`src/rtl/dmem_arbiter.sv`:
```
// Two-requester round-robin arbiter/sequencer for the single-port data memory.
// Each access takes IDLE/DONE (accept) -> ACCESS (drive memory) -> DONE (respond).
module dmem_arbiter #(
  parameter int WIDTH  = 32,
  parameter int ADDR_W = 12
) (
  input  logic              clk,
  input  logic              rst,
  input  logic              req0,
  input  logic              req1,
  input  logic              we0,
  input  logic              we1,
  input  logic [WIDTH-1:0]  addr0,
  input  logic [WIDTH-1:0]  addr1,
  input  logic [WIDTH-1:0]  wdata0,
  input  logic [WIDTH-1:0]  wdata1,
  input  logic [1:0]        size0,
  input  logic [1:0]        size1,
  input  logic              uns0,
  input  logic              uns1,
  output logic              gnt0,
  output logic              gnt1,
  output logic              done0,
  output logic              done1,
  output logic              err0,
  output logic              err1,
  output logic [WIDTH-1:0]  rdata,
  output logic              mem_we,
  output logic              mem_re,
  output logic [ADDR_W-1:0] mem_addr,
  output logic [WIDTH-1:0]  mem_wdata,
  output logic              mem_b,
  output logic              mem_h,
  output logic              mem_w,
  output logic              mem_uns,
  input  logic [WIDTH-1:0]  mem_rdata
);

  typedef enum logic [1:0] {IDLE, ACCESS, DONE} state_t;

  state_t state, state_nxt;

  logic              prio;
  logic              owner;
  logic              l_we, l_uns, l_err;
  logic [1:0]        l_size;
  logic [ADDR_W-1:0] l_addr;
  logic [WIDTH-1:0]  l_wdata;
  logic [ADDR_W-1:0] addr_hold;
  logic [WIDTH-1:0]  wdata_hold;

  logic              can_accept, accept, sel;
  logic              sel_we, sel_uns, sel_err;
  logic [1:0]        sel_size;
  logic [WIDTH-1:0]  sel_addr, sel_wdata;
  logic              drive, live;

  // Out of range, reserved size, or misaligned half/word
  function automatic logic bad_access(input logic [WIDTH-1:0] a, input logic [1:0] s);
    bad_access = (a[WIDTH-1:ADDR_W] != '0) || (s == 2'b11) ||
                 ((s == 2'b01) && a[0]) || ((s == 2'b10) && (a[1:0] != 2'b00));
  endfunction

  always_comb begin
    state_nxt  = state;
    can_accept = !rst && ((state == IDLE) || (state == DONE));
    gnt0       = can_accept && req0 && (!req1 || !prio);
    gnt1       = can_accept && req1 && (!req0 || prio);
    accept     = gnt0 || gnt1;
    sel        = gnt1;
    sel_we     = sel ? we1    : we0;
    sel_uns    = sel ? uns1   : uns0;
    sel_size   = sel ? size1  : size0;
    sel_addr   = sel ? addr1  : addr0;
    sel_wdata  = sel ? wdata1 : wdata0;
    sel_err    = bad_access(sel_addr, sel_size);
    case (state)
      IDLE:    if (accept) state_nxt = ACCESS;
      ACCESS:  state_nxt = DONE;
      DONE:    state_nxt = accept ? ACCESS : IDLE;
      default: state_nxt = IDLE;
    endcase
  end

  // Strobes are gated by rst so a reset mid-ACCESS drops the access at once
  always_comb begin
    drive     = (state == ACCESS) && !l_err;
    live      = drive && !rst;
    mem_we    = live && l_we;
    mem_re    = live && !l_we;
    mem_b     = live && (l_size == 2'b00);
    mem_h     = live && (l_size == 2'b01);
    mem_w     = live && (l_size == 2'b10);
    mem_uns   = live && l_uns;
    mem_addr  = drive ? l_addr  : addr_hold;
    mem_wdata = drive ? l_wdata : wdata_hold;
    done0     = !rst && (state == DONE) && !owner;
    done1     = !rst && (state == DONE) && owner;
    err0      = done0 && l_err;
    err1      = done1 && l_err;
  end

  always_ff @(posedge clk) begin
    if (rst) begin
      state <= IDLE;
      prio  <= 1'b0;
      owner <= 1'b0;
      l_err <= 1'b0;
      rdata <= '0;
    end else begin
      state <= state_nxt;
      if (accept) begin
        prio    <= ~sel;
        owner   <= sel;
        l_we    <= sel_we;
        l_uns   <= sel_uns;
        l_size  <= sel_size;
        l_addr  <= sel_addr[ADDR_W-1:0];
        l_wdata <= sel_wdata;
        l_err   <= sel_err;
      end
      if (state == ACCESS) begin
        if (l_err)
          rdata <= '0;
        else if (!l_we)
          rdata <= mem_rdata;
        if (!l_err) begin
          addr_hold  <= l_addr;
          wdata_hold <= l_wdata;
        end
      end
    end
  end

endmodule

```
`config.mk`:
```
export PLATFORM = sky130hd
export DESIGN_NAME = dmem_arbiter
export DESIGN_NICKNAME = d
export VERILOG_FILES = /design/src/rtl/dmem_arbiter.sv
export SDC_FILE = /design/constraint.sdc
export NUM_CORES = 1
export LEC_CHECK = 0
export CORE_UTILIZATION = 37
export CTS_CLUSTER_DIAMETER = 150
export DETAILED_ROUTE_END_ITERATION = 7
export HOLD_SLACK_MARGIN = 0.1
export PLACE_DENSITY = 0.74
export SETUP_SLACK_MARGIN = 0.3
export SLEW_MARGIN = 25
export SYNTH_ARGS = -nofsm -noshare
export SYNTH_HDL_FRONTEND = slang
export SYNTH_SLANG_ARGS = --single-unit
```
`constraint.sdc`:
```
create_clock -name clk -period 6.76 [get_ports clk]
set_clock_uncertainty 0.1 [all_clocks]
set_input_delay 1.69 -clock clk [delete_from_list [all_inputs] [get_ports clk]]
set_output_delay 1.69 -clock clk [all_outputs]
set_load 0.05 [all_outputs]
```
==> impl_metrics.yaml <==
run_status:
  status: "completed"
die:
  die_width_um: 123
  core_area_um2: 14000
  pin_count: 260
  die_h_um: 123
  start_util: 0.383
  rows: 43
  dieArea_um2: 15000
route:
  post-route-drc-count: 0
  drt_iter0_markers: 246
  wirelength_um: 14500
  wl_per_cell_um: 17.7
  num_vias: 4112
  viasPerCell: 5.02
  firstDrtPassIters: 4
  antenna_left: 0
yosys:
  syn-instance-count: 363
  synth_area_um2: 5380
  synth_edf_count: 92
  yosysSeqAreaShare: 0.651
  synth_area_per_cell_um2: 14.8
  yosys_register_bits: 129
  ys_warn_count: 0
  async_flop_share: 0
  synthFlopType: "edfxtp_1"
  yosysUniqueCellTypes: 31
  syn_nets: 535
grt:
  grt_util_met3: 0.0925
  grtUsageTotal: 0.199
  use_met1: 0.227
  top_usage_layer: "met2"
  grt_antenna_before_repair: 0
  grt_max_degree: 51
  grt_pass1_wl_um: 22400
  grt_util_met2: 0.331
  overflow: 0
  grt_pass1_vias: 4393
cts:
  cts_setup_buffers: 0
  numCtsBuffers: 17
  cts_sinks: 129
  clkSlewWorstSetupHoldPaths_ps: 60
  clkLatencyLatePin_ps: 400
  cts_tree: "built"
  cts_root_buf: "clkbuf_16"
  hold_buffers: 0
  post_cts_resize_count: 0
  cts_buffer_depth: 2
  ctsHtreeMaxLevel: 4
timing:
  slew_violations: 0
  finalCritPeriodShare: 0.847
  grt_setup_unrepaired: "false"
  finalHoldViolCount: 0
  worst_pin_slew_ps: 696
  tns_ps: 0
  final-setup-viol-count: 0
  timing.final.crit_period_ps: 5730
  relSlewSlack: 0.536
  holdWs_ps: 344
  fmax_mhz: 175
final_layout:
  fin_nets: 798
  mostFrequentLayoutCells: "clkdlybuf4s50_1, mux2_2, edfxtp_1"
  fill_cells: 1084
  drive_gt1_frac: 0.207
  area_delta_synth_final_pct: 61.8
  final_common_cell: "clkdlybuf4s50_1"
  diodes: 0
pwr:
  netSwitchingFraction: 0.247
  p_leak_nw: 3.06
  intPower_w: 0.00166
  p_per_area_nw_per_um2: 252
  power.net_switching_w: 0.000542
  power_w: 0.00220
  peakVddDrop_uv: 166
  pwr-share-clk: 0.409
  comb_power_share: 0.177
  pwr-share-seq: 0.414
setup_path:
  cp_max_fo: 15
  cp.required_ps: 4970
  crit_path_end_kind: "output pin"
  crit_arrival_ps: 3940
  cp-start-kind: "input pin"
  critical_path_class: "in2out"
job:
  drv_cap: 0
placement:
  port_buffers: 259
  globalplace.congestion: 0.881
  hpwl_um: 10000
min_path:
  hold_path_class: "reg2reg"
-- power by group through the flow --
stage | Sequential, W | Clock, W | Combinational [W]
finish | 0.000910 | 0.000898 | 0.000390
global route | 0.000915 | 0.000953 | 0.000411
CTS | 0.000911 | 0.000918 | 0.000393
detailed placement | 0.000927 | 0 | 0.000390
global placement | 0.000924 | 0 | 0.000386
floorplan | 0.000945 | 0 | 0.000187
-- logic make-up (layout without fill, tap and decap cells) --
logic type / Yosys count / count (layout) / share of synthesized area
DFF: 129 / 129 / 0.651
muxes: 93 / 93 / 0.194
and+or+nand+nor: 75 / 75 / 0.0695
AOI/OAI and AO/OA: 42 / 42 / 0.0577
buffers and inverters: 24 / 300 / 0.0274
-- worst paths after layout --
path                                start        endpoint  slack (ps)  depth (start not counted)
worst max-delay path                  rst            err1        1030                          5
worst min-delay path            l_addr[2]    addr_hold[2]         340                          0
worst max register to register   state[1]  wdata_hold[30]        4300                          5
worst min register to register  l_addr[2]    addr_hold[2]         340                          0
-- cells in the mapped netlist, types with 3 or more instances --
cell type / number / area share
a21oi_1: 3 / 0.0028
and2_1: 3 / 0.0035
nand2b_1: 5 / 0.0058
dfxtp_1: 37 / 0.14
nor2_1: 39 / 0.027
mux2_2: 92 / 0.19
nor4_1: 9 / 0.010
a22oi_1: 32 / 0.045
buf_2: 7 / 0.0065
and3_1: 3 / 0.0035
edfxtp_1: 92 / 0.51
buf_6: 6 / 0.013
nor3_1: 5 / 0.0046
clkbuf_1: 8 / 0.0056
-- metrics by stage --
step	instances	instance area, um^2	setup WS [ps]	utilization
after floorplan	363	5380	619	-
after global placement	787	8130	1110	0.579
after detailed placement	787	8140	1030	0.579
after CTS	819	8710	1030	0.620
after global routing	819	8710	871	0.620
final	819	8710	1030	0.620
-- area by class of cell --
type | count | area, um^2 | area share
multi-input combinational | 210 | 1750 | 0.201
clock buffer | 19 | 433 | 0.0497
inverter | 2 | 7.51 | 0.000862
timing repair buffer | 266 | 2650 | 0.305
tap | 180 | 225 | 0.0259
sequential | 129 | 3500 | 0.402
clock inverter | 13 | 141 | 0.0162
-- flip-flops by register name, indices dropped and copies added, names as in the netlist --
signal,count
l_we,1
owner,1
l_addr,12
l_size,2
l_wdata,32
l_uns,1
state,2
addr_hold,12
wdata_hold,32
l_err,1
prio,1
rdata,32
-- worst max-delay path, cell delays in order --
cell	delay [ps]
clkdlybuf4s50_1	700
nor2_1	380
and3_1	240
and2_1	130
clkdlybuf4s50_1	790
-- metal layers --
metal / routed length [um] / vias up
met1: 5870 / 1987
met5: 0 / -
met3: 1480 / 11
li1: - / 1919
met4: 140 / 0
met2: 7010 / 195
Power figures use the tool's default switching activity.
